$ cat src/rtl/sram_axi_bridge.sv
// sram_axi_bridge: merges the core's instruction-fetch and data SRAM-like request
// ports into a single AXI master. One transaction outstanding at a time; data
// requests win over fetch requests when both are presented in the same cycle.
//
// Optional feature macro: INST_BURST_EN
//   defined   - fetch reads are 4-beat INCR bursts on the 16-byte aligned line,
//               each beat pulses inst_data_ok.
//   undefined - fetch reads are single-beat.
//
// Ports:
//   aclk, aresetn          clock, asynchronous active-low reset
//   inst_*                 fetch request / response (read only)
//   data_*                 data load/store request / response
//   ar*/r*/aw*/w*/b*       AXI master channels
module sram_axi_bridge #(
  parameter int unsigned ADDR_W  = 32,
  parameter int unsigned DATA_W  = 32,
  parameter int unsigned INST_ID = 0,
  parameter int unsigned DATA_ID = 1
) (
  input  logic                aclk,
  input  logic                aresetn,
  // fetch port
  input  logic                inst_req,
  input  logic [ADDR_W-1:0]   inst_addr,
  output logic                inst_addr_ok,
  output logic                inst_data_ok,
  output logic [DATA_W-1:0]   inst_rdata,
  // data port
  input  logic                data_req,
  input  logic                data_wr,
  input  logic [1:0]          data_size,
  input  logic [ADDR_W-1:0]   data_addr,
  input  logic [DATA_W-1:0]   data_wdata,
  input  logic [DATA_W/8-1:0] data_wstrb,
  output logic                data_addr_ok,
  output logic                data_data_ok,
  output logic [DATA_W-1:0]   data_rdata,
  // AXI AR
  output logic [3:0]          arid,
  output logic [ADDR_W-1:0]   araddr,
  output logic [7:0]          arlen,
  output logic [2:0]          arsize,
  output logic [1:0]          arburst,
  output logic [1:0]          arlock,
  output logic [3:0]          arcache,
  output logic [2:0]          arprot,
  output logic                arvalid,
  input  logic                arready,
  // AXI R
  input  logic [3:0]          rid,
  input  logic [DATA_W-1:0]   rdata,
  input  logic [1:0]          rresp,
  input  logic                rlast,
  input  logic                rvalid,
  output logic                rready,
  // AXI AW
  output logic [3:0]          awid,
  output logic [ADDR_W-1:0]   awaddr,
  output logic [7:0]          awlen,
  output logic [2:0]          awsize,
  output logic [1:0]          awburst,
  output logic [1:0]          awlock,
  output logic [3:0]          awcache,
  output logic [2:0]          awprot,
  output logic                awvalid,
  input  logic                awready,
  // AXI W
  output logic [3:0]          wid,
  output logic [DATA_W-1:0]   wdata,
  output logic [DATA_W/8-1:0] wstrb,
  output logic                wlast,
  output logic                wvalid,
  input  logic                wready,
  // AXI B
  input  logic [3:0]          bid,
  input  logic [1:0]          bresp,
  input  logic                bvalid,
  output logic                bready
);

`ifdef INST_BURST_EN
  localparam bit InstBurst = 1'b1;
`else
  localparam bit InstBurst = 1'b0;
`endif

  typedef enum logic [2:0] {StIdle, StRdAr, StRdR, StWrAwW, StWrB} state_e;

  state_e                state_q, state_d;
  logic [ADDR_W-1:0]     addr_q, addr_d;
  logic [1:0]            size_q, size_d;
  logic [DATA_W-1:0]     wdata_q, wdata_d;
  logic [DATA_W/8-1:0]   wstrb_q, wstrb_d;
  logic                  is_data_q, is_data_d;
  logic                  aw_done_q, aw_done_d;
  logic                  w_done_q, w_done_d;
  logic                  aw_fin, w_fin;
  logic [ADDR_W-1:0]     fetch_addr;

  // Response IDs and response codes carry no information for a single
  // outstanding transaction.
  logic unused_inputs;
  assign unused_inputs = ^{rid, rresp, bid, bresp};

  // Burst fetches start on the 16-byte line containing the requested word.
  assign fetch_addr = InstBurst ? {inst_addr[ADDR_W-1:4], 4'b0000} : inst_addr;

  always_ff @(posedge aclk or negedge aresetn) begin
    if (!aresetn) begin
      state_q   <= StIdle;
      addr_q    <= '0;
      size_q    <= '0;
      wdata_q   <= '0;
      wstrb_q   <= '0;
      is_data_q <= 1'b0;
      aw_done_q <= 1'b0;
      w_done_q  <= 1'b0;
    end else begin
      state_q   <= state_d;
      addr_q    <= addr_d;
      size_q    <= size_d;
      wdata_q   <= wdata_d;
      wstrb_q   <= wstrb_d;
      is_data_q <= is_data_d;
      aw_done_q <= aw_done_d;
      w_done_q  <= w_done_d;
    end
  end

  always_comb begin
    state_d      = state_q;
    addr_d       = addr_q;
    size_d       = size_q;
    wdata_d      = wdata_q;
    wstrb_d      = wstrb_q;
    is_data_d    = is_data_q;
    aw_done_d    = aw_done_q;
    w_done_d     = w_done_q;
    aw_fin       = 1'b0;
    w_fin        = 1'b0;
    inst_addr_ok = 1'b0;
    data_addr_ok = 1'b0;
    inst_data_ok = 1'b0;
    data_data_ok = 1'b0;
    inst_rdata   = '0;
    data_rdata   = '0;
    arvalid      = 1'b0;
    rready       = 1'b0;
    awvalid      = 1'b0;
    wvalid       = 1'b0;
    bready       = 1'b0;

    unique case (state_q)
      StIdle: begin
        if (data_req) begin
          data_addr_ok = 1'b1;
          addr_d       = data_addr;
          size_d       = data_size;
          wdata_d      = data_wdata;
          wstrb_d      = data_wstrb;
          is_data_d    = 1'b1;
          state_d      = data_wr ? StWrAwW : StRdAr;
        end else if (inst_req) begin
          inst_addr_ok = 1'b1;
          addr_d       = fetch_addr;
          size_d       = 2'd2;
          is_data_d    = 1'b0;
          state_d      = StRdAr;
        end
      end
      StRdAr: begin
        arvalid = 1'b1;
        if (arready) state_d = StRdR;
      end
      StRdR: begin
        rready = 1'b1;
        if (rvalid) begin
          if (is_data_q) begin
            data_data_ok = rlast;
            data_rdata   = rdata;
          end else begin
            // Burst fetches deliver every beat; single fetches only the last.
            inst_data_ok = InstBurst | rlast;
            inst_rdata   = rdata;
          end
          if (rlast) state_d = StIdle;
        end
      end
      StWrAwW: begin
        awvalid = !aw_done_q;
        wvalid  = !w_done_q;
        aw_fin  = aw_done_q | awready;
        w_fin   = w_done_q | wready;
        if (aw_fin && w_fin) begin
          aw_done_d = 1'b0;
          w_done_d  = 1'b0;
          state_d   = StWrB;
        end else begin
          aw_done_d = aw_fin;
          w_done_d  = w_fin;
        end
      end
      StWrB: begin
        bready = 1'b1;
        if (bvalid) begin
          data_data_ok = 1'b1;
          state_d      = StIdle;
        end
      end
      default: state_d = StIdle;
    endcase
  end

  assign arid    = is_data_q ? 4'(DATA_ID) : 4'(INST_ID);
  assign araddr  = addr_q;
  assign arlen   = (InstBurst && !is_data_q) ? 8'd3 : 8'd0;
  assign arsize  = {1'b0, size_q};
  assign arburst = 2'b01;
  assign arlock  = 2'b00;
  assign arcache = 4'b0000;
  assign arprot  = 3'b000;

  assign awid    = 4'(DATA_ID);
  assign awaddr  = addr_q;
  assign awlen   = 8'd0;
  assign awsize  = {1'b0, size_q};
  assign awburst = 2'b01;
  assign awlock  = 2'b00;
  assign awcache = 4'b0000;
  assign awprot  = 3'b000;

  assign wid     = 4'(DATA_ID);
  assign wdata   = wdata_q;
  assign wstrb   = wstrb_q;
  assign wlast   = 1'b1;

endmodule

$ cat config.mk
export PLATFORM = sky130hd
export DESIGN_NAME = sram_axi_bridge
export DESIGN_NICKNAME = d
export VERILOG_FILES = /design/src/rtl/sram_axi_bridge.sv
export SDC_FILE = /design/constraint.sdc
export NUM_CORES = 1
export LEC_CHECK = 0
export BUFFER_PORTS_ARGS = -buffer_cell sky130_fd_sc_hd__buf_2
export CAP_MARGIN = 30
export CELL_PAD_IN_SITES_DETAIL_PLACEMENT = 2
export CELL_PAD_IN_SITES_GLOBAL_PLACEMENT = 2
export CORE_AREA = 2 2 149 151
export CTS_CLUSTER_DIAMETER = 40
export CTS_CLUSTER_SIZE = 12
export DETAILED_ROUTE_END_ITERATION = 7
export DIE_AREA = 0 0 151 153
export PLACE_DENSITY_LB_ADDON = 0.1
export SETUP_SLACK_MARGIN = 0.5
export SYNTH_ARGS = -nofsm -noshare
export SYNTH_HDL_FRONTEND = slang
export SYNTH_SLANG_ARGS = --single-unit
$ cat constraint.sdc
create_clock -name aclk -period 2.4 [get_ports aclk]
set_input_delay 0.24 -clock aclk [delete_from_list [all_inputs] [get_ports aclk]]
set_output_delay 0.24 -clock aclk [all_outputs]
set_load 0.02 [all_outputs]
---- After elaboration in Yosys (flattened, before gate mapping) ----
Cells that the tools add are included.
storage, ports and cells
  memories ................................ 0
  output and inout port bits .............. 230
  register bits ........................... 76
  input bits .............................. 157
  latch bits .............................. 0
  RAM bits ................................ 0
  bits in read-only memories .............. 0
operators by class
  reduce and logical (&&, ||, !) cells .... 8
  $mul .................................... 0
  equality and inequality tests ........... 10
  order comparisons ....................... 0
  bitwise gates (word level) .............. 2
  muxes and demuxes ....................... 41
  divide/modulo/power cells ............... 0
  add/subtract/negate cells ............... 0
  shift-type cells ........................ 0
operator list
  cell                                                                    number
  32-bit 2-to-1 mux                                                       8
  1-bit 2-to-1 mux                                                        21
  3-bit 2-to-1 mux                                                        7
  3-bit one-hot mux with 5 select lines                                   1
  2-bit inequality test (second input constant)                           5
  3-bit by 2-bit equality test with 1-bit output (second input constant)  2
  2-bit 2-to-1 mux                                                        3
  6-bit AND reduction                                                     1
  2-bit AND reduction                                                     2
  3-bit by 1-bit equality test with 1-bit output (second input constant)  1
  3-bit equality test (second input constant)                             1
  3-bit zero test                                                         1
  3-bit inequality test (second input constant)                           1
  1-bit zero test                                                         2
  1-bit bitwise OR                                                        2
  1-bit one-hot mux with 2 select lines                                   1
  2-bit nonzero test                                                      1
  1-bit logical AND                                                       1

---- Logic depth before layout (Yosys ltp) ----
Gate-level depths: netlist of run 1.
  depth in word-level cells ............... 4
  depth in mapped cells ................... 7
  mapped depth without buffers ............ 4

---- Least setup slack after synthesis of run 1 ----
No wires, ideal clock.
  kind .................................... register to output
  start ................................... register state_q[0]
  end ..................................... output inst_rdata[10]
  data arrival time ....................... 1.473 ns
  data required time ...................... 2.160 ns
  stages on the path, launching flop included .. 6
  setup slack ............................. 0.687 ns
  path through ............................ dfrtp_1 -> buf_4 -> nor3_4 -> and3b_4 -> buf_6 -> and2_1
on the way
  cells in the longest elaborated chain, start to end .. 2
ends and longest elaborated chain
  item                                            RTL line  source
  from (decl)                                     90        state_e state_q, state_d;
  from (signal assigned)                          111       state_q <= StIdle;
  from (signal assigned)                          120       state_q <= state_d;
  3-bit by 2-bit equality test with 1-bit output  154       unique case (state_q)
  32-bit 2-to-1 mux                               154
  to (decl)                                       28        output logic [DATA_W-1:0] inst_rdata,
Every way passes these cells.

---- Worst setup path in the final report of run 1 ----
  start ................................... register state_q[1]
  end ..................................... output inst_rdata[6]
Same word-level chain as after synthesis.

==> summary.txt, run 1 <==
Logic synthesis
  – Post-synth EDFFs: 0
  – Register area share after synthesis: 0.408
  – Mapped Area: 4660 µm²
  – Syn_area_per_cell: 10.7 µm²
  – Register bit total from synthesis: 76
  – Ys flop type: dfrtp_1
  – Async set or reset register ratio after synthesis: 1.00
  – Ys Warns: 0
  – Cells after synthesis: 437
  – Netlist cell types: 33

Clock tree
  – Num CTS Buffers: 9
  – Clk Tree Root Cell: clkbuf_16
  – H-tree Lvls: 3
  – CTS clk-pin slew, worst paths: 0.06 ns
  – CTS Buffer Depth: 2
  – CTS tree: done
  – Clk Latency, worst-skew pair: 0.34 ns
  – CTS sink cnt: 76

STA
  – Fmax achieved: 495 MHz
  – Final setup violating endpoints: 0
  – Relative slew slack: 0.599
  – Unrepaired setup endpoints after global routing: yes
  – Fin Setup TNS: 0 ns
  – Max-slew violations: 0
  – Period utilisation layout: 0.841
  – Fin crit period: 2.02 ns
  – Final Hold Fails: 0
  – Final Skew: 0.00786 ns
  – Actual slew at the worst max-slew pin: 0.602 ns

Cells and area
  – Post-Layout Inst Area: 6810 µm²
  – Commonest non-fill, non-tap cells in the layout: 282 x buf_2, 74 x dfrtp_1, 52 x conb_1
  – Most common cell after layout, fill and taps aside: buf_2
  – NumNets Final: 896
  – # fillers: 2413
  – Area growth syn-to-layout: 46.1%
  – Layout cells sized above 1: 0.595

Setup path
  – CP Max Fanout: 10
  – Data required, critical path: 2.16 ns
  – Kind of critical path: reg -> out
  – Crit. End Element: primary output
  – CP Launch Type: flop
  – Worst EP arrival: 1.78 ns

Drt
  – Vias: 4211
  – Average via count per standard cell: 4.11
  – Drc violations: 0
  – Final WL: 18.4 mm
  – Drt wl/cell: 17.9 µm
  – Final antenna-violating net count: 0
  – Initial drt markers: 100
  – First-pass DRT Iterations: 4

Die
  – Die Width: 151 µm
  – Core area: 21500 µm²
  – IO Count: 387
  – DIE AREA: 23100 µm²
  – Initial Utilization: 0.217
  – Die Height: 153 µm
  – Rows: 54

GRT
  – Antenna violations before repair: 4
  – Gr usage total: 0.153
  – GR Overflow Total: 0
  – Pin count of the biggest net entering global routing: 52
  – Vias in the first global route: 4517
  – First-pass GRT wire length: 26.4 mm

Place
  – Port-buffer cells: 322
  – Placed inst area: 6000 µm²
  – GP Congestion: 0.715
  – Post-DP HPWL: 13.5 mm

Pwr
  – Cell area power density: 1300 nW/µm²
  – Max rail drop VDD: 525 µV
  – P_leak: 3.63 nW

Status
  – Status: complete, no violations

Job
  – Max_cap viols: 0

Worst hold path
  – Hold Crit Class: in -> reg
==> through the flow <==
stage	std cells	power, mW	util	setup WS (ns)	hold WS, ns
5_1_grt	1024	9.45	0.317	0.305	0.115
4_1_cts	1021	8.96	0.315	0.379	0.109
2_1_floorplan	487	5.97	-	0.687	-0.0556
3_5_place_dp	984	7.09	0.279	0.464	0.266
3_3_place_gp	984	6.99	0.279	0.494	0.263
6_report	1025	8.87	0.317	0.381	0.128
==> state kept, by name (all words and copies together), names as in the netlist <==
| name | count |
|---|---|
| wdata | 32 |
| araddr | 32 |
| wstrb | 4 |
| w_done_q | 1 |
| size_q | 2 |
| is_data_q | 1 |
| aw_done_q | 1 |
| state_q | 3 |
==> critical path: stages, from the launching register on <==
cell and delay, ns:
dfrtp_2 0.38, inv_2 0.07, nor3_4 0.20, buf_6 0.16, and3b_2 0.32, and2_4 0.19
buf_6 0.11
==> final cells by class <==
class                           instances  area [µm²]  share of cell area
Multi-Input combinational cell        303        2200               0.324
Timing Repair Buffer                  344        2030               0.299
Sequential cell                        76        1900               0.280
Tap cell                              280         350              0.0514
Clock buffer                           12         267              0.0391
Clock inverter                          4        31.3             0.00459
Inverter                                5        18.8             0.00275
Antenna cell                            1        2.50            0.000367
==> cell families after synthesis <==
logic type             Yosys count  share of synthesized area
and+or+nand+nor                124                      0.149
buffers and inverters          117                      0.198
DFF                             76                      0.408
muxes                           69                      0.187
AOI/OAI and AO/OA               49                     0.0577
other                            2                    0.00161
==> layer usage <==
layer,global-route usage,up-vias,share of wire
li1,-,1913,-
met2,0.299,234,0.55
met4,0.0463,6,0.024
met5,0,-,0.0023
met1,0.151,2031,0.34
met3,0.0469,27,0.090
==> cell usage after synthesis (3+ instances only) <==
cell	count	share of area
mux2_4	36	0.12
nand2_1	4	0.0032
inv_1	4	0.0032
buf_6	10	0.024
a21oi_1	38	0.041
buf_12	3	0.013
and2_1	65	0.087
buf_4	90	0.14
buf_2	8	0.0086
dfrtp_1	76	0.41
mux2i_1	33	0.071
nor2_1	43	0.035
==> report_power, final <==
part | leakage [nW] | internal (mW) | total [mW] | switching, mW
clock network | 0.137 | 0.789 | 1.34 | 0.556
registers | 0.872 | 1.94 | 2.45 | 0.515
logic | 2.63 | 2.11 | 5.07 | 2.96
==> timing repair <==
item	in CTS	in global routing
endpoints found under the hold margin	36	0
setup buffers	12	2
endpoints found under the setup margin	76	94
gates cloned	8	1
hold buffers	1	0
resized for setup	100	8
pin swaps	30	0
==> worst paths after layout <==
path | start | endpoint | slack, ns | depth (start not counted)
worst max-delay path | state_q[1] | inst_rdata[6] | 0.38 | 6
worst min-delay path | data_size[0] | size_q[0] | 0.13 | 3
worst max register to register | state_q[1] | wdata[12] | 0.56 | 5
worst min register to register | wdata[23] | wdata[23] | 0.51 | 1
max in group asynchronous | aresetn | araddr[29] | 1.36 | 3
min in group asynchronous | aresetn | araddr[19] | 0.42 | 2
No activity file was read; power rests on OpenSTA's default activity.
==> inputs of run 2 (changes only) <==
--- a/config.mk
+++ b/config.mk
@@ -9,11 +9,10 @@
 export CAP_MARGIN = 30
 export CELL_PAD_IN_SITES_DETAIL_PLACEMENT = 2
 export CELL_PAD_IN_SITES_GLOBAL_PLACEMENT = 2
-export CORE_AREA = 2 2 149 151
+export CORE_UTILIZATION = 21
 export CTS_CLUSTER_DIAMETER = 40
 export CTS_CLUSTER_SIZE = 12
 export DETAILED_ROUTE_END_ITERATION = 7
-export DIE_AREA = 0 0 151 153
 export PLACE_DENSITY_LB_ADDON = 0.1
 export SETUP_SLACK_MARGIN = 0.5
 export SYNTH_ARGS = -nofsm -noshare
==> constraint.sdc (replaced) <==
create_clock -name aclk -period 2.1 [get_ports aclk]
set_input_delay 0.21 -clock aclk [delete_from_list [all_inputs] [get_ports aclk]]
set_output_delay 0.21 -clock aclk [all_outputs]
set_load 0.02 [all_outputs]
==> summary.txt, run 2 (same netlist as run 1, synthesis figures left out) <==
Die
  – Die Height: 151 µm
  – DIE AREA: 22800 µm²
  – Core area: 21800 µm²
  – Rows: 54
  – IO Count: 387
  – Initial Utilization: 0.214
  – Die Width: 151 µm

Clock tree
  – CTS sink cnt: 76
  – Clk Latency, worst-skew pair: 0.35 ns
  – CTS Buffer Depth: 2
  – Num CTS Buffers: 9
  – CTS clk-pin slew, worst paths: 0.07 ns
  – H-tree Lvls: 3
  – Clk Tree Root Cell: clkbuf_16
  – CTS tree: done

Cells and area
  – NumNets Final: 918
  – Most common cell after layout, fill and taps aside: buf_2
  – Ant. Diodes: 0
  – Area growth syn-to-layout: 57.4%
  – Layout cells sized above 1: 0.668
  – Commonest non-fill, non-tap cells in the layout: 274 x buf_2, 74 x dfrtp_1, 57 x buf_4

GRT
  – Antenna violations before repair: 0
  – Gr usage total: 0.149
  – First-pass GRT wire length: 25.1 mm
  – Vias in the first global route: 4362
  – GR Overflow Total: 0
  – Pin count of the biggest net entering global routing: 53

Setup path
  – Critical Path Start: state_q[1]
  – Worst r2r path cells: 8
  – Kind of critical path: reg -> out
  – Critical R2R Launch: state_q[1]
  – R2R Setup Slk: 0.25 ns
  – Crit path to: data_rdata[0]
  – Worst EP arrival: 1.76 ns
  – Data required, critical path: 1.89 ns
  – Crit. End Element: primary output
  – FF-to-FF End: wdata[18]
  – CP Max Fanout: 16
  – CP Launch Type: flop

STA
  – Final setup violating endpoints: 0
  – Final Hold Fails: 0
  – Max-slew violations: 0
  – Fin Setup TNS: 0 ns
  – Final Skew: 0.0119 ns
  – Unrepaired setup endpoints after global routing: yes
  – Period utilisation layout: 0.938
  – Fin crit period: 1.97 ns
  – Fmax achieved: 508 MHz
  – Final worst setup slack: 0.131 ns

Drt
  – First-pass DRT Iterations: 4
  – Final WL: 18.6 mm
  – Average via count per standard cell: 4.09
  – Drc violations: 0
  – Final antenna-violating net count: 0
  – Drt wl/cell: 17.8 µm
  – Vias: 4275
  – Initial drt markers: 54

Worst hold path
  – Hold Crit Class: in -> reg

Place
  – Post-DP HPWL: 13.4 mm
  – Setup WS pre-CTS: 0.257 ns
  – Port-buffer cells: 322
  – GP Congestion: 0.685

Job
  – Max_cap viols: 0

Status
  – Status: complete, no violations

Pwr
  – P_leak: 3.88 nW
  – Cell area power density: 1530 nW/µm²
  – Max rail drop VDD: 530 µV
-- run 2: stage by stage --
step,cells,cell area (µm²),power [mW],hold WS [ns],utilization
final,1046,7340,11.2,0.0886,0.336
after global routing,1046,7340,11.9,0.0747,0.336
after CTS,1031,7000,10.7,0.0757,0.321
after detailed placement,987,6160,8.23,0.203,0.282
after global placement,987,6160,8.10,0.198,0.282
after floorplan,487,4970,6.92,-0.0856,-
-- run 2: worst min-delay path by stage --
stage | from | endpoint | slack [ns] | cells past startpoint
2_1_floorplan | aresetn | araddr[0] | -0.09 | 0
3_3_place_gp | aresetn | wdata[12] | 0.20 | 1
3_5_place_dp | aresetn | wdata[12] | 0.20 | 1
4_1_cts | data_wdata[10] | wdata[10] | 0.08 | 2
5_1_grt | data_wdata[15] | wdata[15] | 0.07 | 2
6_report | data_wdata[22] | wdata[22] | 0.09 | 2
-- run 2: what timing repair did --
action / CTS / global route
endpoints found under the hold margin: 33 / 0
gates resized for setup: 80 / 37
setup endpoints to repair: 108 / 144
buffers inserted: 18 / 9
pin swaps: 14 / 17
gates cloned: 9 / 6
hold buffers: 1 / 0
-- run 2: metal layers --
layer	vias to the layer above	routed length (µm)	track usage
li1	1960	-	-
met1	2094	6830	0.155
met2	212	10300	0.294
met3	9	1300	0.0380
met4	0	175	0.0380
met5	-	0	0
-- run 2: worst max-delay path: stages, from the launching register on --
cell and delay, ns:
dfrtp_1 0.36, inv_2 0.07, nor3_4 0.22, buf_12 0.14, and3_4 0.29, and2_2 0.17, buf_2 0.16
-- run 2: power by group --
part,total [mW],switching [mW],internal [mW]
Combinational,6.68,3.64,3.04
Clock,1.75,0.661,1.08
Sequential,2.78,0.562,2.21
-- run 2: cell type report --
| class | instances | area, µm² |
|---|---|---|
| Tap cell | 280 | 350 |
| Multi-Input combinational cell | 300 | 2310 |
| Clock buffer | 10 | 239 |
| Sequential cell | 76 | 1900 |
| Inverter | 5 | 18.8 |
| Clock inverter | 6 | 95.1 |
| Fill cell | 2460 | 14500 |
| Timing Repair Buffer | 369 | 2420 |
==> inputs of run 3 (changes only) <==
==> constraint.sdc (replaced) <==
create_clock -name aclk -period 2.1 [get_ports aclk]
set_input_delay 0.21 -clock aclk [delete_from_list [all_inputs] [get_ports aclk]]
set_output_delay 0.21 -clock aclk [all_outputs]
set_load 0.05 [all_outputs]
==> summary.txt, run 3 (same netlist as run 1, synthesis figures left out) <==
Status
  – Status: complete, no violations

Pwr
  – Cell area power density: 1870 nW/µm²
  – Switch share: 0.540
  – Clk pwr share: 0.120
  – Sw power: 7.76 mW
  – Pint: 6.61 mW
  – P_leak: 3.98 nW
  – Comb power frac: 0.686
  – Power share of the sequential group: 0.194
  – Max rail drop VDD: 863 µV

Die
  – Initial Utilization: 0.214
  – Core area: 21800 µm²
  – Die Height: 151 µm
  – DIE AREA: 22800 µm²
  – IO Count: 387
  – Die Width: 151 µm
  – Rows: 54

STA
  – Fin crit period: 1.96 ns
  – Final Hold Fails: 0
  – Final setup violating endpoints: 0
  – Fin Setup TNS: 0 ns
  – Max-slew violations: 0
  – Final Skew: 0.00839 ns
  – Unrepaired setup endpoints after global routing: yes
  – Final worst setup slack: 0.144 ns
  – Fmax achieved: 511 MHz
  – Period utilisation layout: 0.931

Place
  – Setup WS pre-CTS: 0.164 ns
  – GP Congestion: 0.686
  – Post-Place Cells: 988
  – Post-DP HPWL: 13.2 mm
  – Port-buffer cells: 322

Clock tree
  – CTS Buffer Depth: 2
  – CTS sink cnt: 76
  – H-tree Lvls: 3
  – Num CTS Buffers: 9
  – CTS clk-pin slew, worst paths: 0.06 ns
  – CTS tree: done
  – Clk Latency, worst-skew pair: 0.34 ns
  – Clk Tree Root Cell: clkbuf_16

Setup path
  – FF-to-FF End: wdata[18]
  – Worst r2r path cells: 8
  – Worst EP arrival: 1.75 ns
  – Kind of critical path: reg -> out
  – R2R Setup Slk: 0.20 ns
  – Data required, critical path: 1.89 ns
  – Crit. End Element: primary output
  – CP Max Fanout: 10
  – CP Launch Type: flop
  – Critical R2R Launch: state_q[2]

GRT
  – Antenna violations before repair: 0
  – GR Overflow Total: 0
  – Gr usage total: 0.155
  – Vias in the first global route: 4532
  – Pin count of the biggest net entering global routing: 50
  – First-pass GRT wire length: 25.9 mm

Cells and area
  – Layout cells sized above 1: 0.666
  – Register area: 1900 µm²
  – Most common cell after layout, fill and taps aside: buf_2
  – # fillers: 2411
  – Final core occ: 0.352
  – NumNets Final: 921
  – Commonest non-fill, non-tap cells in the layout: 249 x buf_2, 74 x dfrtp_1, 74 x buf_6
  – Area of the multi-input gates: 2320 µm²
  – Area growth syn-to-layout: 64.7%
  – Layout Cells excl Fill: 1049
  – Ant. Diodes: 0

Drt
  – First-pass DRT Iterations: 4
  – Final WL: 18.4 mm
  – Vias: 4271
  – Drc violations: 0
  – Average via count per standard cell: 4.07
  – Final antenna-violating net count: 0
  – Initial drt markers: 60
  – Drt wl/cell: 17.6 µm

Job
  – Max_cap viols: 0

Worst hold path
  – Cell count of the worst hold path: 3
  – Hold Crit Class: in -> reg
  – Worst min-delay path endpoint: size_q[1]
  – Worst Hold Launch: data_size[1]
==> run 3: cell count changes in the layout (fill, tap and decap cells not counted), sizes merged <==
cell      previous run  this run
clkinvlp             0         1
clkbuf              13        12
buf                365       366
bufbuf               0         2
clkinv               3         1
inv                  6         7
and3                 3         4
==> run 3: how the worst max path moves through the flow <==
| stage | endpoint | depth (start not counted) | from |
|---|---|---|---|
| 4_1_cts | inst_rdata[0] | 5 | state_q[2] |
| 3_3_place_gp | inst_rdata[4] | 4 | state_q[0] |
| 2_1_floorplan | inst_rdata[10] | 5 | state_q[2] |
| 5_1_grt | inst_rdata[0] | 5 | state_q[2] |
| 6_report | inst_rdata[14] | 5 | state_q[2] |
| 3_5_place_dp | inst_rdata[10] | 4 | state_q[0] |
==> run 3: layer usage <==
metal	GRT usage	up-vias	part of all wire
li1	-	1963	-
met3	0.0416	14	0.070
met4	0.0420	0	0.012
met1	0.158	2085	0.36
met5	0	-	0
met2	0.303	209	0.56
==> run 3: stage by stage <==
| stage | total power, mW | area [µm²] | hold slack, ns |
|---|---|---|---|
| after floorplan | 9.91 | 5020 | -0.0856 |
| after global placement | 11.1 | 6190 | 0.170 |
| after detailed placement | 11.2 | 6190 | 0.173 |
| after CTS | 14.2 | 7510 | 0.0790 |
| after global routing | 15.1 | 7680 | 0.0848 |
| final | 14.4 | 7680 | 0.0931 |
==> run 3: worst max-delay path, cell delays in order, from the launching register on <==
cell     delay [ns]
dfrtp_2        0.43
nor3_4         0.18
buf_6          0.16
and3b_2        0.31
and2_4         0.18
buf_6          0.15
==> run 3: final cells by class <==
type / count / share of cell area
clock buffers: 10 / 0.0311
clock inverters: 6 / 0.0122
inverters: 5 / 0.00277
multi-input cells: 301 / 0.301
flip-flops and latches: 76 / 0.248
well taps: 280 / 0.0456
repair buffers: 371 / 0.359
==> run 3: what timing repair did <==
action                     4_1_cts  5_1_grt
pin swaps                       10        4
setup buffers                   23        5
hold endpoints to repair        27        0
gates cloned                    13        3
gates resized for setup        174       15
setup endpoints to repair      124      143
hold buffers                     1        0
==> run 3: power by group through the flow <==
| stage | Clock [mW] | Combinational, mW | Sequential (mW) |
|---|---|---|---|
| finish | 1.73 | 9.85 | 2.79 |
| global route | 1.86 | 10.3 | 2.90 |
| CTS | 1.81 | 9.62 | 2.81 |
| detailed placement | 0 | 8.36 | 2.81 |
| global placement | 0 | 8.28 | 2.78 |
| floorplan | 0 | 4.87 | 5.03 |
